`config.mk`:
```
export PLATFORM = sky130hd
export DESIGN_NAME = engine_scheduler
export DESIGN_NICKNAME = d
export VERILOG_FILES = /design/src/rtl/engine_scheduler.sv
export SDC_FILE = /design/constraint.sdc
export NUM_CORES = 1
export LEC_CHECK = 0
export CORE_MARGIN = 2
export CORE_UTILIZATION = 55
export DETAILED_ROUTE_END_ITERATION = 10
export DONT_BUFFER_PORTS = 1
export PLACE_DENSITY = 0.7
export SLEW_MARGIN = 20
export SYNTH_ARGS = -nofsm -noshare
export SYNTH_HDL_FRONTEND = slang
export SYNTH_SLANG_ARGS = --single-unit
```
`constraint.sdc`:
```
create_clock -name clk -period 5.1 [get_ports clk]
set_input_delay 0.765 -clock clk [delete_from_list [all_inputs] [get_ports clk]]
set_output_delay 0.765 -clock clk [all_outputs]
set_load 0.02 [all_outputs]
```
`src/rtl/engine_scheduler.sv`:
```
// Round-robin job dispatcher and in-order result collector for an array of
// Mandelbrot iteration engines, emitting iteration counts as a raster pixel stream.
module engine_scheduler #(
    parameter int N_ENGINES = 4,
    parameter int X_SIZE    = 640,
    parameter int Y_SIZE    = 480,
    parameter int COORD_W   = 11,
    parameter int ITER_W    = 8
) (
    input  logic                          clk,
    input  logic                          rst,
    input  logic                          run,
    output logic                          busy,
    input  logic [N_ENGINES-1:0]          eng_idle,
    output logic [N_ENGINES-1:0]          eng_start,
    output logic [COORD_W-1:0]            eng_x,
    output logic [COORD_W-1:0]            eng_y,
    input  logic [N_ENGINES-1:0]          eng_done,
    input  logic [N_ENGINES*ITER_W-1:0]   eng_iter,
    output logic [N_ENGINES-1:0]          eng_ack,
    output logic                          out_valid,
    input  logic                          out_ready,
    output logic [ITER_W-1:0]             out_iter,
    output logic [COORD_W-1:0]            out_x,
    output logic [COORD_W-1:0]            out_y,
    output logic                          out_sof,
    output logic                          out_eol
);

    localparam int PTR_W = (N_ENGINES > 1) ? $clog2(N_ENGINES) : 1;
    localparam logic [PTR_W-1:0]   LAST_PTR = PTR_W'(N_ENGINES - 1);
    localparam logic [COORD_W-1:0] LAST_X   = COORD_W'(X_SIZE - 1);
    localparam logic [COORD_W-1:0] LAST_Y   = COORD_W'(Y_SIZE - 1);

    typedef enum logic [1:0] {
        IDLE,
        DISPATCH,
        DRAIN
    } state_t;

    state_t                 state;
    logic [PTR_W-1:0]       dptr;
    logic [PTR_W-1:0]       cptr;
    logic [N_ENGINES-1:0]   pending;
    logic [N_ENGINES-1:0]   pending_nxt;
    logic [N_ENGINES-1:0]   issue_mask;
    logic [N_ENGINES-1:0]   collect_mask;
    logic [COORD_W-1:0]     dx;
    logic [COORD_W-1:0]     dy;
    logic [COORD_W-1:0]     cx;
    logic [COORD_W-1:0]     cy;
    logic                   issue;
    logic                   collect;
    logic                   frame_end;

    function automatic logic [N_ENGINES-1:0] onehot(input logic [PTR_W-1:0] p);
        logic [N_ENGINES-1:0] v;
        v    = '0;
        v[p] = 1'b1;
        return v;
    endfunction

    function automatic logic [PTR_W-1:0] next_ptr(input logic [PTR_W-1:0] p);
        return (p == LAST_PTR) ? '0 : p + 1'b1;
    endfunction

    // Pending gating keeps issue and collect on disjoint engines in any cycle.
    always_comb begin
        issue        = (state == DISPATCH) && eng_idle[dptr] && !pending[dptr];
        collect      = pending[cptr] && eng_done[cptr] && (!out_valid || out_ready);
        issue_mask   = issue   ? onehot(dptr) : '0;
        collect_mask = collect ? onehot(cptr) : '0;
        pending_nxt  = (pending | issue_mask) & ~collect_mask;
        frame_end    = issue && (dx == LAST_X) && (dy == LAST_Y);
    end

    assign busy = (state != IDLE);

    always_ff @(posedge clk or posedge rst) begin
        if (rst) begin
            state     <= IDLE;
            dptr      <= '0;
            cptr      <= '0;
            pending   <= '0;
            dx        <= '0;
            dy        <= '0;
            cx        <= '0;
            cy        <= '0;
            eng_start <= '0;
            eng_x     <= '0;
            eng_y     <= '0;
            eng_ack   <= '0;
            out_valid <= 1'b0;
            out_iter  <= '0;
            out_x     <= '0;
            out_y     <= '0;
            out_sof   <= 1'b0;
            out_eol   <= 1'b0;
        end else begin
            pending   <= pending_nxt;
            eng_start <= issue_mask;
            eng_ack   <= collect_mask;

            case (state)
                IDLE:     if (run) state <= DISPATCH;
                DISPATCH: if (frame_end && !run) state <= DRAIN;
                DRAIN:    if (pending_nxt == '0) state <= IDLE;
                default:  state <= IDLE;
            endcase

            if (issue) begin
                eng_x <= dx;
                eng_y <= dy;
                dptr  <= next_ptr(dptr);
                if (dx == LAST_X) begin
                    dx <= '0;
                    dy <= (dy == LAST_Y) ? '0 : dy + 1'b1;
                end else begin
                    dx <= dx + 1'b1;
                end
            end

            // Output register doubles as the stream skid: it only reloads when free.
            if (collect) begin
                out_valid <= 1'b1;
                out_iter  <= eng_iter[int'(cptr)*ITER_W +: ITER_W];
                out_x     <= cx;
                out_y     <= cy;
                out_sof   <= (cx == '0) && (cy == '0);
                out_eol   <= (cx == LAST_X);
                cptr      <= next_ptr(cptr);
                if (cx == LAST_X) begin
                    cx <= '0;
                    cy <= (cy == LAST_Y) ? '0 : cy + 1'b1;
                end else begin
                    cx <= cx + 1'b1;
                end
            end else if (out_ready) begin
                out_valid <= 1'b0;
            end
        end
    end

endmodule
```
# == After elaboration in Yosys (flattened, before gate mapping) ==
# Cells that the tools add are included.
# classes
shifts,1
add_sub_neg,6
mux,26
bitwise_logic,3
eq_ne,11
n_reduce_logical,23
magnitude_cmp,4
# op_table
operator,count
"11-bit by 1-bit adder with 11-bit output, second input constant",4
11-bit two-way mux,4
32-bit by 6-bit indexed part select with 8-bit output,1
"11-bit by 10-bit equality test with 1-bit output, second input constant",2
"11-bit by 9-bit equality test with 1-bit output, second input constant",2
11-bit zero test,2
1-bit logical AND,10
2-bit two-way mux,5
1-bit binary-select mux with 2-bit select,4
1-bit two-way mux,8
4-bit two-way mux,2
"2-bit equality test, second input constant",3
"2-bit by 3-bit less-than comparator with 1-bit output, second input constant",2
2-bit case mux with 3 select lines,1
"2-bit by 1-bit adder with 2-bit output, second input constant",2
4-bit bitwise AND,1
1-bit demux with 2-bit select,2
"2-bit by 1-bit greater-or-equal comparator with 1-bit output, second input constant",2
4-bit zero test,1
"2-bit inequality test, second input constant",2
4-bit NOT,1
4-bit OR,1
2-bit AND reduction,2
2-bit nonzero test,2
other kinds (6),8
# word_totals
ff_bits,117
out_inout_bits,64

# == Longest topological paths before layout ==
# depth
ltp_word,10
depth_mapped,8
ltp_nobuf,7

# == Worst setup path before layout ==
# OpenSTA, ideal clock, no wires.
# synth_timing
path_type,input to register
from,in eng_done[0]
to,reg cx[7]
t_required_ns,4.972
path_buffers,0
path_stages,5
arrival_ns,2.106
path_slack_ns,2.866
setup_ns,0.128
cell_sequence,nand2_1 > mux4_2 > nand2b_4 > nor4_4 > mux2_1
# synth_via
elab_chain_cells,4
# synth_rtl
item,line_no,rtl
from (decl),18,"input logic [N_ENGINES-1:0] eng_done,"
1-bit binary-select mux with 2-bit select,70,collect = pending[cptr] && eng_done[cptr] && (!out_valid || out_ready);
1-bit two-way mux (implied by the code),70,
1-bit logical AND (2 in series),70,
to (signal assigned),136,cx <= cx + 1'b1;
to (decl),50,logic [COORD_W-1:0] cx;
# No other way between the ends. The select of a mux whose other input is x is not followed.
# A chain may end at the register's enable or synchronous reset.

# == Final worst setup path ==
# layout_timing
from,reg cptr[0]
to,reg state[1]
# layout_via
elab_chain_cells,10
elab_cells_between_ends,17
cone_classes,order compare: 2; eq/ne: 1; mux: 7; bitwise: 2; reduce/logical: 5
# layout_rtl
item,line_no,rtl
from (decl),43,logic [PTR_W-1:0] cptr;
from (signal assigned),131,cptr <= next_ptr(cptr);
"2-bit by 3-bit less-than comparator with 1-bit output (implied by the code), or another cell as far along",59,v[p] = 1'b1;
1-bit logical AND (implied by the code) / 1-bit two-way mux (equally long branches),"59, 70",
1-bit two-way mux (implied by the code) / 1-bit logical AND (equally long branches),"59, 70",
1-bit demux with 2-bit select / 1-bit logical AND (equally long branches),"59, 70",
4-bit two-way mux (*),72,collect_mask = collect ? onehot(cptr) : '0;
4-bit NOT (*),73,pending_nxt = (pending | issue_mask) & ~collect_mask;
4-bit bitwise AND (*),73,
4-bit zero test (*),107,DRAIN: if (pending_nxt == '0) state <= IDLE;
2-bit inequality test (no source line) (*),--,
3-bit AND reduction (no source line) (*),--,
to (signal assigned),106,DISPATCH: if (frame_end && !run) state <= DRAIN;
to (signal assigned),107,
to (signal assigned),108,default: state <= IDLE;
to (decl),41,state_t state;
# Every way passes the cells marked *; elsewhere a longest branch is shown, timed or not. The select of a mux whose other input is x is not followed.

==> impl_metrics.csv <==
group,metric,value,unit
global_routing,grt_use_total,23.0,%
critical_path,worstPathRequired,5.49,ns
detailed_routing,routed_via_density,5.70,
power_and_ir_drop,p_total,3.28,mW
timing,setup_ws,2.28,ns
detailed_routing,drc,0,
die,core,0.00977,mm²
power_and_ir_drop,ir_drop,0.278,mV
final_layout,syn_to_final_growth,11.7,%
detailed_routing,first_iter_violations,206,
yosys,synth_seq_cells,117,
place,place.gp.congestion,0.862,
yosys,synth.area.top_cells,"dfrtp_1, nand2_1, ha_1",
yosys,synth_cells,571,
timing,skew,0.00823,ns
power_and_ir_drop,p_leak,3.00,nW
global_routing,grt_pass1_vias,3992,
detailed_routing,first_pass_iters,4,
yosys,avgSynthCellArea,9.73,µm²
final_layout,fillers,795,
critical_path,slowest_stage,"nor2_4",
place,pre_cts_ws,1.80,ns
global_routing,grt_pass1_wl,20.0,mm
timing,finalHoldViolations,0,
final_layout,nNetsFinal,625,
clocking,cts_tree,"done",
timing,finalCritPeriodShare,55.2,%
yosys,synth_top_area_cell,"dfrtp_1",
timing,drv_slew,0,
min_path,min_path_type,"input port to asynchronous set/reset pin",
critical_path,cp_data_arrival_time,3.20,ns
die,num_io_pins,108,
critical_path,crit_chain,"inv_1 -> mux4_2 -> nor2_4 -> nor4_1 -> or4b_1",
clocking,cts_setup_buffers,0,
global_routing,grt_max_degree,85,
timing,rsz0062_at_grt,"false",
timing,relSlewSlack,35.7,%
critical_path,worstSetupPathType,"flip-flop to flip-flop",
clocking,numClockSinks,117,
detailed_routing,wl,12.2,mm
timing,setup_viol,0,
timing,worst_pin_slew,0.962,ns
yosys,yosysWarnings,0,
die,dieArea,0.0109,mm²
die,floorplan.initialDensity,56.8,%
die,die_w,104,µm
clocking,clk_latency,0.52,ns
timing,fmax,0.355,GHz
clocking,cts_buffer_depth,2,
critical_path,slowest_delay,0.75,ns
clocking,cts-root-buf,"clkbuf_8",
final_layout,regArea,0.00293,mm²
power_and_ir_drop,power_density,528,mW/mm²
critical_path,critical_path_peak_fanout,42,
timing,fin_crit,2.82,ns
yosys,synth_flop_cell,"dfrtp_1",
clocking,ctsHoldBuffers,0,
critical_path,startpoint,"cptr[0]",
critical_path,worstReg2RegStart,"cptr[0]",
detailed_routing,wire_per_inst,17.1,µm
yosys,synth-seq-area-share,52.7,%
yosys,syn-num-nets,629,
clocking,cts-buffers-inserted,17,
status,status,"complete, no violations",
die,row_count,36,
yosys,synth_top_area_share,52.7,%
place,dpl.hpwl,8.04,mm
yosys,synth_cell_type_count,57,
final_layout,multiInputGateArea,0.00241,mm²
timing,setup_tns,0,ns
yosys,async_flop_share,100,%
critical_path,critPathLaunchType,"flip-flop",
clocking,cts_resized,0,
detailed_routing,via_count,4070,
place,portBuffers,0,
yosys,synth_edf_count,0,
clocking,path_clk_slew,0.06,ns
die,fp.dieH,104,µm
detailed_routing,antenna_left,0,
critical_path,crit_path_end_kind,"flip-flop",
yosys,synth.cell_area,0.00555,mm²
job,cap_violations,0,
global_routing,antenna_found_initial,1,
global_routing,overflow,0,
final_layout,layout-drive-gt1-share,9.14,%
clocking,htreeDepth,4,
## logic make-up (layout without fill, tap and decap cells)
group / count (synthesis) / after routing / share of synthesized area, %
AND/OR/NAND/NOR: 300 / 300 / 25.3
flip-flops: 117 / 117 / 52.7
AO/OA/AOI/OAI: 64 / 64 / 7.55
buffers and inverters: 45 / 54 / 3.85
XOR/XNOR: 19 / 19 / 3.00
adder cells (fa/ha/maj): 14 / 14 / 3.15
multiplexers: 12 / 12 / 4.44
other: 0 / 1 / 0
## routing by layer
layer	wire [µm]	global-route usage [%]
met1	5200	28.8
met3	621	6.39
met5	0	0
met2	6140	38.6
met4	218	7.82
## cell type report
type | instances | share of cell area [%]
clock inverter | 12 | 2.46
antenna | 1 | 0.0403
inverter | 19 | 1.27
tap | 133 | 2.68
clock buffer | 20 | 7.18
timing repair buffer | 3 | 0.323
sequential | 117 | 47.2
multi-input combinational | 409 | 38.9
## synthesized netlist by cell type, drive strengths merged (2+ instances only)
library cell / count
a31oi: 6
xor2: 7
and3: 9
a32o: 2
ha: 14
nor2b: 5
a21oi: 5
nand2: 182
mux2: 2
o21ai: 26
nor2: 24
a22o: 3
or2: 2
nand2b: 5
a2bb2oi: 3
and2: 5
nor4: 7
buf: 15
inv: 19
nor4bb: 2
and4: 8
dfrtp: 117
clkbuf: 11
nand3: 24
nor3: 11
xnor2: 12
o41ai: 2
nand4: 10
o31ai: 8
mux4: 9
## path summary, 6_finish.rpt
path                               end  slack (ns)  cells after the start
max in group asynchronous  out_iter[2]        3.92                      2
min reg2reg                   state[0]        0.48                      1
max reg2reg                   state[1]        2.28                      5
max                           state[1]        2.28                      5
min                           out_y[5]        0.24                      1
min in group clk              state[0]        0.38                      2
## flip-flops by register name, indices dropped and copies added (netlist names), 2 cells and up
register	count
cptr	2
cx	11
cy	11
dptr	2
dx	11
dy	11
eng_ack	4
eng_start	4
eng_x	11
eng_y	11
out_iter	8
out_x	11
out_y	11
pending	4
state	2
## report_power, final
part / internal, mW / total (mW) / leakage [nW] / switching [mW]
combinational: 0.243 / 0.646 / 1.19 / 0.403
clock: 0.769 / 1.19 / 0.283 / 0.424
sequential: 1.10 / 1.44 / 1.53 / 0.335
total: 2.11 / 3.28 / 3.00 / 1.16
## worst max-delay path, delay by kind of cell (launching register included)
kind                   cells  cell delay (ns)
flip-flops                 1             0.73
multiplexers               1             0.43
buffers and inverters      1             0.18
AND/OR/NAND/NOR            3             1.33
## stage by stage
stage / hold slack, ns / utilization (%) / instance area, µm² / std cells
final: 0.245 / 63.5 / 6210 / 714
after global routing: 0.314 / 63.5 / 6210 / 714
after CTS: 0.355 / 63.4 / 6200 / 712
after detailed placement: 0.463 / 57.3 / 5600 / 680
after global placement: 0.457 / 57.3 / 5600 / 680
after floorplan: 0.426 / - / 5550 / 571
## cells in the final DEF (no fill, tap or decap), types with 6 or more instances in the layout
cell / n
dfrtp_1: 117
inv_1: 17
nand3_1: 23
nor2_1: 23
clkbuf_16: 16
and3_1: 9
nand4_1: 10
and4_1: 8
xor2_1: 7
nand2_1: 181
a31oi_1: 6
mux4_2: 6
o21ai_0: 26
nor4_1: 6
xnor2_1: 12
ha_1: 14
o31ai_1: 8
nor3_1: 10
No activity file was read; power rests on OpenSTA's default activity.
